File: src/rtl/serial_parity_pkg.sv
// serial_parity_pkg: FSM state encoding and default frame width shared by the receiver files.
package serial_parity_pkg;
  localparam int DEFAULT_DATA_W = 8;
  typedef enum logic [1:0] {IDLE, DATA, PAR, DONE} state_t;
endpackage

File: src/rtl/shift_reg_en.sv
// shift_reg_en: enabled shift register; new bits enter at the MSB so an LSB-first stream lands in order.
module shift_reg_en #(
  parameter int W = 8
) (
  input  logic         clk,
  input  logic         clr_n,
  input  logic         en,
  input  logic         d,
  output logic [W-1:0] q
);
  always_ff @(posedge clk or negedge clr_n)
    if (!clr_n) q <= '0;
    else if (en) q <= {d, q[W-1:1]};
endmodule

File: src/rtl/serial_parity_rx.sv
// serial_parity_rx: start bit, DATA_W bits LSB first, even parity; Z pulses one cycle per frame.
// Define SERIAL_PARITY_RX_ERR_CNT_EN to add the saturating err_cnt output.
module serial_parity_rx
  import serial_parity_pkg::*;
#(
  parameter int DATA_W = DEFAULT_DATA_W
) (
  input  logic              CP,
  input  logic              CI_n,
  input  logic              x,
  input  logic              vld,
  output logic [DATA_W-1:0] data,
  output logic              Z,
  output logic              perr,
  output logic              busy
`ifdef SERIAL_PARITY_RX_ERR_CNT_EN
  ,
  output logic [7:0]        err_cnt
`endif
);
  localparam int CW = $clog2(DATA_W + 1);
  state_t state, state_nx;
  logic [CW-1:0] cnt;
  logic [DATA_W-1:0] sr;
  logic last, take;
  assign last = cnt == CW'(DATA_W - 1);
  assign take = state == PAR && vld;
  assign Z    = state == DONE;
  assign busy = state == DATA || state == PAR;
  always_comb begin
    state_nx = state;
    case (state)
      IDLE:    state_nx = (vld && x) ? DATA : IDLE;
      DATA:    state_nx = (vld && last) ? PAR : DATA;
      PAR:     state_nx = vld ? DONE : PAR;
      default: state_nx = IDLE;
    endcase
  end
  always_ff @(posedge CP or negedge CI_n)
    if (!CI_n) state <= IDLE;
    else state <= state_nx;
  // counter sits at zero outside DATA, so it is clear on every entry to DATA
  always_ff @(posedge CP or negedge CI_n)
    if (!CI_n) cnt <= '0;
    else cnt <= (state == DATA) ? cnt + CW'(vld) : '0;
  shift_reg_en #(.W(DATA_W)) u_sr (
    .clk  (CP),
    .clr_n(CI_n),
    .en   (state == DATA && vld),
    .d    (x),
    .q    (sr)
  );
  always_ff @(posedge CP or negedge CI_n)
    if (!CI_n) begin
      data <= '0;
      perr <= 1'b0;
    end else if (take) begin
      data <= sr;
      perr <= ^sr ^ x;
    end
`ifdef SERIAL_PARITY_RX_ERR_CNT_EN
  always_ff @(posedge CP or negedge CI_n)
    if (!CI_n) err_cnt <= '0;
    else if (Z && perr && err_cnt != 8'hFF) err_cnt <= err_cnt + 8'd1;
`endif
endmodule

File: config.mk
export PLATFORM = sky130hd
export DESIGN_NAME = serial_parity_rx
export DESIGN_NICKNAME = d
export VERILOG_FILES = /design/src/rtl/serial_parity_pkg.sv /design/src/rtl/shift_reg_en.sv /design/src/rtl/serial_parity_rx.sv
export SDC_FILE = /design/constraint.sdc
export NUM_CORES = 1
export LEC_CHECK = 0
export CORE_ASPECT_RATIO = 1.4
export CORE_MARGIN = 2
export CORE_UTILIZATION = 46
export DETAILED_ROUTE_END_ITERATION = 10
export PLACE_DENSITY = 0.75
export SYNTH_ARGS = -nofsm -noshare
export SYNTH_HDL_FRONTEND = slang
export SYNTH_HIERARCHICAL = 1
export SYNTH_SLANG_ARGS = --single-unit
File: constraint.sdc
create_clock -name CP -period 4.19 [get_ports CP]
set_input_delay 0.838 -clock CP [delete_from_list [all_inputs] [get_ports CP]]
set_output_delay 0.838 -clock CP [all_outputs]
set_load 0.02 [all_outputs]
==> impl_results.md, run 1 <==
* Share of the core filled with cells at 57.3%
* Number of max-cap violations at 0
* Required time of the critical path at 3.35 ns
* Vias in the first global route at 568
* Worst hold margin at 0.499 ns
* Most numerous cell types in the synthesized netlist: sky130_fd_sc_hd__dfrtp_1, sky130_fd_sc_hd__mux2_2, sky130_fd_sc_hd__mux2_4
* Share of async-settable or async-resettable flops after synthesis at 100%
* Port buffer count at 14
* Total negative slack at 0 ns
* Number of storage elements in the synthesis netlist at 23
* Result of the run: complete, no violations
* FMAX at 394 MHz
* DRT iter0 DRCs at 3
* Number of H-tree levels at 1
* Router iterations before antenna repair at 2
* Setup clock skew after layout at 0.00750 ns
* Worst-skew pair later-pin latency at 0.30 ns
* Fin crit period at 2.54 ns
* Proportion of power drawn by combinational gates at 42.7%
* Largest fanout on the critical path at 5
* Clock power share at 12.3%
* Setup violators final at 0
* Net switching power of the design at 0.251 mW
* Width of the die at 44.9 um
* Most used flip-flop cell after synthesis: sky130_fd_sc_hd__dfrtp_1
* Number of ports placed on the die boundary at 15
* Number of hold-slack violations in the final timing report at 0
* Post-CTS setup buffer count at 0
* Synth-to-layout area growth at 16.9%
* Pins over their slew limit at 0
* Top area cells in the synthesized netlist: sky130_fd_sc_hd__dfrtp_1, sky130_fd_sc_hd__mux2_4, sky130_fd_sc_hd__mux2_2
* Reg2Reg Setup Slack at 2.44 ns
* Post-detailed-routing wire length at 1.50 mm
* Core area at 2200 um^2
* Detailed-placement wirelength estimate at 1.13 mm
* Nets in the synthesized netlist at 85
* Multi-input combinational cell area at 485 um^2
* Total CTS buffers at 3
* Class of the tightest hold or removal check: flop to flop
* Synth area leader: sky130_fd_sc_hd__dfrtp_1
* Worst VDD drop at 0.318 mV
* Initial antenna violation count at 0
* Remaining global-route overflow at 0
* Wire length per cell after detailed routing at 13.3 um
* Layout cell share with drive strength beyond 1 at 20.9%
* Average footprint of a synthesized cell at 14.6 um^2
* Post-CTS Resized at 0
* Vias after detailed routing at 578
* Internal power consumption at 0.547 mW
* Endpoint arrival time on the critical path at 1.70 ns
* Tightest slew margin relative to the limit at 35.6%
* All-layer global routing usage at 13.0%
* Leakage power total at 0.633 nW
* Switching part of the total at 31.5%
* Share of Yosys cell area claimed by the top area cell type at 53.3%
* Wire length of the first global-routing pass at 2.50 mm
* Drc violations at 0
* Number of routed nets with antenna violations at 0
* Area of the die at 2760 um^2
* Number of buffers inserted for hold repair after clock tree synthesis at 0
* Number of clock sinks at 23
* Count of warnings emitted by yosys at 6
* Crit path kind: flop to output port
* Startpoint type of the worst setup path: flop
* Proportion of synthesized chip area in sequential cells at 53.3%
* Vias per cell at 5.12
* Final Wtd Congestion at 0.674
* CP Capture Type: output port
* Overall power consumption at 0.799 mW
* Count of unique library cells instantiated by Yosys at 18
* Most repeated cell in the gate-level netlist after synthesis: sky130_fd_sc_hd__dfrtp_1
* Cell area after synthesis at 1080 um^2
* Cell Pwr Density at 633 nW/um^2
* Clk buf depth at 2
* Final worst-path cycle share at 60.6%
* Number of inserted filler cells in the final layout at 201
* Number of core rows at 20
* Initial cell density of the core at 49.0%
* Maximum number of pins on one net before global-route repair at 24
* Seq pwr share at 45.1%
* CTS tree: built
* Gate count after technology mapping at 74
* EDFF count, synth at 0
* Height of the die at 61.3 um
* Footprint of the flip-flops and latches at 576 um^2
* Setup repair after global routing missed its margin: no
* Clock tree root buffer cell: sky130_fd_sc_hd__clkbuf_4
* Total number of nets in the final design at 103
* Pin slew with the least headroom to its limit at 0.963 ns
* Clk slew on worst S/H paths at 0.12 ns
* Number of inserted diodes at 0
flip-flops by register name (all words and copies together) (netlist names):
name	flops
cnt	4
perr	1
data	8
state	2
u_sr/q	8
metal layers:
metal / vias up / track usage (%) / wire, um / share of wire [%]
met5: - / 0 / 0 / 0
met4: 0 / 6.30 / 0 / 0
met3: 0 / 2.64 / 48 / 3.2
met2: 12 / 21.4 / 781 / 52
met1: 281 / 16.1 / 668 / 45
li1: 285 / - / - / -
worst paths after layout:
| kind | from | endpoint | depth (start not counted) |
|---|---|---|---|
| min in group asynchronous | CI_n | perr | 1 |
| max in group asynchronous | CI_n | data[7] | 1 |
| setup reg to reg | state[1] | u_sr/q[4] | 4 |
| setup / recovery | state[0] | busy | 3 |
| hold reg to reg | perr | perr | 2 |
| hold / removal | perr | perr | 2 |
cells by family after synthesis:
kind of cell	synth area share, %
AND/OR/NAND/NOR	6.02
buffers and inverters	1.74
adder cells (fa/ha/maj)	8.11
XOR/XNOR	8.57
flip-flops	53.3
multiplexers	20.4
AO/OA/AOI/OAI	1.85
layout make-up:
class	count	share of cell area (%)
Timing Repair Buffer	14	11.1
Multi-Input combinational cell	48	38.5
Inverter	2	0.595
Clock buffer	4	2.08
Sequential cell	23	45.6
Tap cell	22	2.18
worst max-delay path: stages (launching register included):
cell and delay [ns]:
sky130_fd_sc_hd__dfrtp_1 0.44, sky130_fd_sc_hd__inv_1 0.09, sky130_fd_sc_hd__ha_1 0.28, sky130_fd_sc_hd__clkdlybuf4s50_1 0.59
metrics by stage:
stage | setup WS, ns | cells | instance area (um^2)
final | 1.65 | 113 | 1260
after global routing | 1.54 | 113 | 1260
after CTS | 1.63 | 113 | 1260
after detailed placement | 1.85 | 109 | 1240
after global placement | 1.89 | 109 | 1240
after floorplan | 2.53 | 74 | 1080
cell usage in the layout, fill, tap and decap left out:
| cell | instances |
|---|---|
| sky130_fd_sc_hd__xnor2_1 | 5 |
| sky130_fd_sc_hd__clkdlybuf4s50_1 | 14 |
| sky130_fd_sc_hd__clkbuf_4 | 3 |
| sky130_fd_sc_hd__a22oi_1 | 1 |
| sky130_fd_sc_hd__mux2i_1 | 1 |
| sky130_fd_sc_hd__xnor3_1 | 1 |
| sky130_fd_sc_hd__and2_1 | 5 |
| sky130_fd_sc_hd__clkbuf_1 | 1 |
| sky130_fd_sc_hd__nand3_1 | 1 |
| sky130_fd_sc_hd__and4b_1 | 1 |
| sky130_fd_sc_hd__mux2_4 | 8 |
| sky130_fd_sc_hd__nand2_1 | 4 |
| sky130_fd_sc_hd__inv_1 | 2 |
| sky130_fd_sc_hd__mux2_2 | 8 |
| sky130_fd_sc_hd__ha_1 | 7 |
| sky130_fd_sc_hd__o21ai_1 | 1 |
| sky130_fd_sc_hd__nor2_1 | 1 |
| sky130_fd_sc_hd__xor2_1 | 3 |
| sky130_fd_sc_hd__a21o_1 | 1 |
| sky130_fd_sc_hd__dfrtp_1 | 23 |
power groups by stage:
stage	logic, mW	registers, mW	clock network, mW
4_1_cts	0.347	0.361	0.102
3_5_place_dp	0.346	0.366	0
6_report	0.341	0.360	0.0982
3_3_place_gp	0.340	0.360	0
2_1_floorplan	0.278	0.357	0
5_1_grt	0.374	0.371	0.113
(Power assumes the default switching activity.)
==> run 2: changes to the inputs <==
==> constraint.sdc (replaced) <==
create_clock -name CP -period 2.44 [get_ports CP]
set_input_delay 0.488 -clock CP [delete_from_list [all_inputs] [get_ports CP]]
set_output_delay 0.488 -clock CP [all_outputs]
set_load 0.02 [all_outputs]
==> impl_results.md, run 2 (synthesis gave the netlist of run 1 again) <==
* Vias after detailed routing at 606 (was 578)
* Worst VDD drop at 0.542 mV (was 0.318 mV)
* Port buffer count at 14 (unchanged)
* Cell Pwr Density at 1080 nW/um^2 (was 633 nW/um^2)
* Met3 wirelength from detailed routing at 59 um (was 48 um)
* Router iterations before antenna repair at 4 (was 2)
* Hold Path Cell Cnt at 2 (unchanged)
* Total negative slack at 0 ns (unchanged)
* CP Capture Type: output port (unchanged)
* Number of max-cap violations at 0 (unchanged)
* Vias in the first global route at 614 (was 568)
* Setup clock skew after layout at 0.00194 ns (was 0.00750 ns)
* Post-CTS setup buffer count at 0 (unchanged)
* Number of H-tree levels at 1 (unchanged)
* Wire length of the first global-routing pass at 2.66 mm (was 2.50 mm)
* Clk slew on worst S/H paths at 0.11 ns (was 0.12 ns)
* Overall power consumption at 1.37 mW (was 0.799 mW)
* Total buffers and inverters traversed by the critical path at 2 (unchanged)
* Final worst-path cycle share at 89.4%
* Detailed-placement wirelength estimate at 1.14 mm (was 1.13 mm)
* Class of the tightest hold or removal check: flop to flop (unchanged)
* Post-detailed-routing wire length at 1.49 mm (was 1.50 mm)
* Maximum number of pins on one net before global-route repair at 24 (unchanged)
* Setup violators final at 0 (unchanged)
* Worst-skew pair later-pin latency at 0.30 ns (about the same)
* Register-to-Register Path Depth at 4 (unchanged)
* Commonest non-fill, non-tap cells in the layout: sky130_fd_sc_hd__dfrtp_1, sky130_fd_sc_hd__clkdlybuf4s50_1, sky130_fd_sc_hd__mux2_2, sky130_fd_sc_hd__mux2_4, sky130_fd_sc_hd__ha_1 (unchanged)
* Pins over their slew limit at 0 (unchanged)
* Number of inserted diodes at 0 (unchanged)
* Total CTS buffers at 3 (unchanged)
* Tightest slew margin relative to the limit at 65.6% (was 35.6%)
* Vias per cell at 5.32 (was 5.12)
* Worst hold margin at 0.492 ns (was 0.499 ns)
* Wire length on met2 at 758 um (was 781 um)
* Number of clock sinks at 23 (unchanged)
* Leakage power total at 0.638 nW (was 0.633 nW)
* Endpoint of the worst hold-timing path: perr (unchanged)
* Number of hold-slack violations in the final timing report at 0 (unchanged)
* Registers with the highest flip-flop counts: data x8, u_sr/q x8, cnt x4 (unchanged)
* DRT iter0 DRCs at 3 (unchanged)
* Area of the die at 2760 um^2 (unchanged)
* Layout cell share with drive strength beyond 1 at 21.7% (was 20.9%)
* Final Wtd Congestion at 0.659 (was 0.674)
* FMAX at 459 MHz
* Wire length per cell after detailed routing at 13.0 um (was 13.3 um)
* Height of the die at 61.3 um (unchanged)
* Number of buffers inserted for hold repair after clock tree synthesis at 0 (unchanged)
* Initial antenna violation count at 0 (unchanged)
* Worst reg2reg endpoint: u_sr/q[0] (was u_sr/q[4])
* Clk buf depth at 2 (unchanged)
* Synth-to-layout area growth at 17.6% (was 16.9%)
* Crit-path max cell delay at 0.59 ns (about the same)
* Kind of cell adding the most delay to the critical path: buffers and inverters (unchanged)
* Initial cell density of the core at 49.0% (unchanged)
* Setup repair after global routing missed its margin: no (unchanged)
* Number of ports placed on the die boundary at 15 (unchanged)
* Total number of nets in the final design at 104 (was 103)
* Remaining global-route overflow at 0 (unchanged)
* Pin slew with the least headroom to its limit at 0.516 ns (was 0.963 ns)
* Required time of the critical path at 1.95 ns (was 3.35 ns)
* Critical path depth in cells at 3 (unchanged)
* Clock tree root buffer cell: sky130_fd_sc_hd__clkbuf_4 (unchanged)
* Number of core rows at 20 (unchanged)
* Startpoint type of the worst setup path: flop (unchanged)
* All-layer global routing usage at 13.6% (was 13.0%)
* Endpoint arrival time on the critical path at 1.69 ns (was 1.70 ns)
* Worst Min Path Start: perr (unchanged)
* Post-CTS Resized at 0 (unchanged)
* Footprint of the flip-flops and latches at 576 um^2 (unchanged)
* Largest fanout on the critical path at 5 (unchanged)
* Width of the die at 44.9 um (unchanged)
* Metal1 wirelength at 644 um (was 668 um)
* Max Used Layer: met4 (was met3)
* Fin crit period at 2.18 ns
* Multi-input combinational cell area at 485 um^2 (unchanged)
* Reg2Reg Launch Point: state[1] (unchanged)
* Number of inserted filler cells in the final layout at 203 (was 201)
* Reg2Reg Setup Slack at 0.70 ns (was 2.44 ns)
* Drc violations at 0 (unchanged)
* Commonest non-fill, non-tap cell in the layout: sky130_fd_sc_hd__dfrtp_1 (unchanged)
* Core area at 2200 um^2 (unchanged)
* Number of routed nets with antenna violations at 0 (unchanged)
* Cell with the largest stage delay on the worst path: sky130_fd_sc_hd__clkdlybuf4s50_1 (unchanged)
* Share of the core filled with cells at 57.7% (was 57.3%)
* Result of the run: complete, no violations (unchanged)
* Cell Chain, Critical Path: inv_1, ha_1, clkdlybuf4s50_1 (unchanged)
* Crit path kind: flop to output port (unchanged)
* CTS tree: built (unchanged)
==> run 2: changes by cell type in the layout (fill, tap and decap cells not counted), sizes merged <==
cell	delta
buf	+1
==> run 2: per-layer routing <==
layer / GRT usage [%] / vias up
li1: - / 290
met1: 17.4 / 298
met2: 22.7 / 14
met3: 1.76 / 4
met4: 6.30 / 0
met5: 0 / -
==> run 2: area by class of cell <==
cell class	count	share of cell area, %
multi-input combinational	48	38.2
timing repair buffer	15	11.6
inverter	2	0.591
sequential	23	45.3
tap	22	2.17
clock buffer	4	2.07
==> run 2: worst max path at each step <==
stage,start,to
after floorplan,state[1],u_sr/q[0]
after global placement,vld,u_sr/q[0]
after detailed placement,vld,u_sr/q[0]
after CTS,state[0],busy
after global routing,state[0],busy
final,state[0],busy
==> run 2: through the flow <==
stage,setup slack [ns],std cells,cell area (um^2)
finish,0.259,114,1270
global route,0.145,114,1270
CTS,0.232,114,1270
detailed placement,0.441,110,1240
global placement,0.495,110,1240
floorplan,1.02,74,1080
==> run 2: where the power goes <==
| part | switching, mW | internal [mW] | leakage [nW] | total, mW |
|---|---|---|---|---|
| registers | 0.118 | 0.497 | 0.295 | 0.615 |
| logic | 0.210 | 0.381 | 0.328 | 0.590 |
| clock network | 0.101 | 0.0636 | 0.0150 | 0.164 |
| total | 0.428 | 0.942 | 0.638 | 1.37 |
==> run 2: worst reg2reg max path, stage by stage (launching register included) <==
cell                      delay, ns
sky130_fd_sc_hd__dfrtp_1       0.44
sky130_fd_sc_hd__inv_1         0.13
sky130_fd_sc_hd__ha_1          0.24
sky130_fd_sc_hd__and2_1        0.48
sky130_fd_sc_hd__mux2_4        0.35
==> run 3: changes to the inputs <==
--- a/config.mk
+++ b/config.mk
@@ -5,11 +5,11 @@
 export SDC_FILE = /design/constraint.sdc
 export NUM_CORES = 1
 export LEC_CHECK = 0
-export CORE_ASPECT_RATIO = 1.4
+export CORE_ASPECT_RATIO = 1.75
 export CORE_MARGIN = 2
-export CORE_UTILIZATION = 46
+export CORE_UTILIZATION = 44
 export DETAILED_ROUTE_END_ITERATION = 10
-export PLACE_DENSITY = 0.75
+export PLACE_DENSITY = 0.72
 export SYNTH_ARGS = -nofsm -noshare
 export SYNTH_HDL_FRONTEND = slang
 export SYNTH_HIERARCHICAL = 1
==> impl_results.md, run 3 (synthesis gave the netlist of run 1 again) <==
* Seq pwr share at 43.0% (was 44.9%)
* Endpoint arrival time on the critical path at 1.63 ns (was 1.69 ns)
* Required time of the critical path at 1.95 ns (about the same)
* Non-Filler Cell Area, Final at 1290 um^2 (was 1270 um^2)
* Internal power consumption at 0.996 mW (was 0.942 mW)
* Wire length of the first global-routing pass at 2.75 mm (was 2.66 mm)
* Number of hold-slack violations in the final timing report at 0 (unchanged)
* Crit path kind: flop to output port (unchanged)
* Clk buf depth at 2 (unchanged)
* Layout cell share with drive strength beyond 1 at 21.7% (unchanged)
* Reg2Reg Setup Slack at 0.69 ns (was 0.70 ns)
* Vias after detailed routing at 588 (was 606)
* Proportion of power drawn by combinational gates at 41.4% (was 43.1%)
* All-layer global routing usage at 12.5% (was 13.6%)
* Number of ports placed on the die boundary at 15 (unchanged)
* Width of the die at 41.4 um (was 44.9 um)
* Port buffer count at 14 (unchanged)
* Vias in the first global route at 627 (was 614)
* Reg2Reg Launch Point: state[1] (unchanged)
* Commonest non-fill, non-tap cells in the layout: sky130_fd_sc_hd__dfrtp_1, sky130_fd_sc_hd__clkdlybuf4s50_1, sky130_fd_sc_hd__mux2_2, sky130_fd_sc_hd__mux2_4, sky130_fd_sc_hd__ha_1 (unchanged)
* Worst Min Path Start: perr (unchanged)
* Launch point of the critical path: state[0] (unchanged)
* Commonest non-fill, non-tap cell in the layout: sky130_fd_sc_hd__dfrtp_1 (unchanged)
* Leakage power total at 0.646 nW (was 0.638 nW)
* Vias per cell at 5.03 (was 5.32)
* Setup violators final at 0 (unchanged)
* Number of clock sinks at 23 (unchanged)
* Post-CTS setup buffer count at 0 (unchanged)
* Number of H-tree levels at 1 (unchanged)
* Setup repair after global routing missed its margin: no (unchanged)
* Total CTS buffers at 3 (unchanged)
* Number of max-cap violations at 0 (unchanged)
* Fin crit period at 2.12 ns (was 2.18 ns)
* Initial antenna violation count at 0 (unchanged)
* Clock power share at 15.6% (was 12.0%)
* CP Capture Type: output port (unchanged)
* Clock tree root buffer cell: sky130_fd_sc_hd__clkbuf_8 (was sky130_fd_sc_hd__clkbuf_4)
* Pins over their slew limit at 0 (unchanged)
* Number of buffers inserted for hold repair after clock tree synthesis at 0 (unchanged)
* Largest fanout on the critical path at 5 (unchanged)
* Post-CTS Resized at 0 (unchanged)
* Worst reg2reg endpoint: u_sr/q[3] (was u_sr/q[0])
* Height of the die at 69.5 um (was 61.3 um)
* Total negative slack at 0 ns (unchanged)
* Final worst-path cycle share at 86.9% (was 89.4%)
* Wire length per cell after detailed routing at 13.6 um (was 13.0 um)
* FMAX at 472 MHz (was 459 MHz)
* Final Wtd Congestion at 0.669 (was 0.659)
* CTS tree: built (unchanged)
* Registers with the highest flip-flop counts: data x8, u_sr/q x8, cnt x4 (unchanged)
* Class of the tightest hold or removal check: flop to flop (unchanged)
* Clk slew on worst S/H paths at 0.07 ns (was 0.11 ns)
* Initial cell density of the core at 46.9% (was 49.0%)
* Net switching power of the design at 0.443 mW (was 0.428 mW)
* Synth-to-layout area growth at 19.7% (was 17.6%)
* Cell Pwr Density at 1110 nW/um^2 (was 1080 nW/um^2)
* Worst VDD drop at 0.594 mV (was 0.542 mV)
* Switching part of the total at 30.8% (was 31.3%)
* Number of routed nets with antenna violations at 0 (unchanged)
* End point of the critical path: busy (unchanged)
* Maximum number of pins on one net before global-route repair at 24 (unchanged)
* DRT iter0 DRCs at 17 (was 3)
* Core area at 2300 um^2 (was 2200 um^2)
* Router iterations before antenna repair at 2 (was 4)
* Startpoint type of the worst setup path: flop (unchanged)
* Number of core rows at 23 (was 20)
* Total placed instance area at 1250 um^2 (was 1240 um^2)
* Post-detailed-routing wire length at 1.60 mm (was 1.49 mm)
* Number of inserted diodes at 0 (unchanged)
* Slack of the critical path at 0.320 ns (was 0.259 ns)
* Number of inserted filler cells in the final layout at 201 (was 203)
* Pin slew with the least headroom to its limit at 0.527 ns (was 0.516 ns)
* Remaining global-route overflow at 0 (unchanged)
* Detailed-placement wirelength estimate at 1.18 mm (was 1.14 mm)
* Result of the run: complete, no violations (unchanged)
* Overall power consumption at 1.44 mW (was 1.37 mW)
* Worst-skew pair later-pin latency at 0.25 ns (was 0.30 ns)
* Setup clock skew after layout at 0.000631 ns (was 0.00194 ns)
* Pre-CTS setup slack at 0.462 ns (was 0.441 ns)
* Tightest slew margin relative to the limit at 64.9% (was 65.6%)
* Drc violations at 0 (unchanged)
* Register-to-Register Path Depth at 4 (unchanged)
* Area of the die at 2880 um^2 (was 2760 um^2)
* Total number of nets in the final design at 104 (unchanged)
-- run 3: cell counts in the layout (fill, tap and decap cells not counted) --
Identical to the previous run, type by type.
-- run 3: critical path, stage by stage (launching register included) --
cell	delay [ns]
sky130_fd_sc_hd__dfrtp_1	0.42
sky130_fd_sc_hd__inv_1	0.09
sky130_fd_sc_hd__ha_1	0.28
sky130_fd_sc_hd__clkdlybuf4s50_1	0.59
-- run 3: power by group through the flow --
stage	combinational (mW)	sequential, mW	clock (mW)
floorplan	0.477	0.613	0
global placement	0.590	0.623	0
detailed placement	0.599	0.630	0
CTS	0.604	0.622	0.233
global route	0.650	0.639	0.247
finish	0.596	0.619	0.224
-- run 3: layout make-up --
type	instances	area, um^2	area share [%]
clock buffers	4	45.0	3.48
inverters	2	7.51	0.581
repair buffers	15	148	11.4
multi-input cells	48	485	37.6
well taps	25	31.3	2.42
flip-flops and latches	23	576	44.5
-- run 3: worst min path at each step --
stage,to,cells past startpoint
2_1_floorplan,cnt[0],0
3_3_place_gp,perr,2
3_5_place_dp,perr,2
4_1_cts,perr,2
5_1_grt,perr,2
6_report,perr,2
-- run 3: metrics by stage --
stage	utilization, %	hold WS [ns]	std cells
2_1_floorplan	-	0.192	74
3_3_place_gp	54.2	0.469	113
3_5_place_dp	54.2	0.475	113
4_1_cts	56.1	0.492	117
5_1_grt	56.1	0.528	117
6_report	56.1	0.492	117
-- run 3: layer usage --
layer  up-vias  share of wire, %  global-route usage, %  wire length, um
met5         -                 0                      0                0
met4         0               2.4                   7.53               39
met3         4               3.3                   1.82               52
met2        12                53                   22.2              850
met1       289                41                   13.4              653
li1        283                 -                      -                -
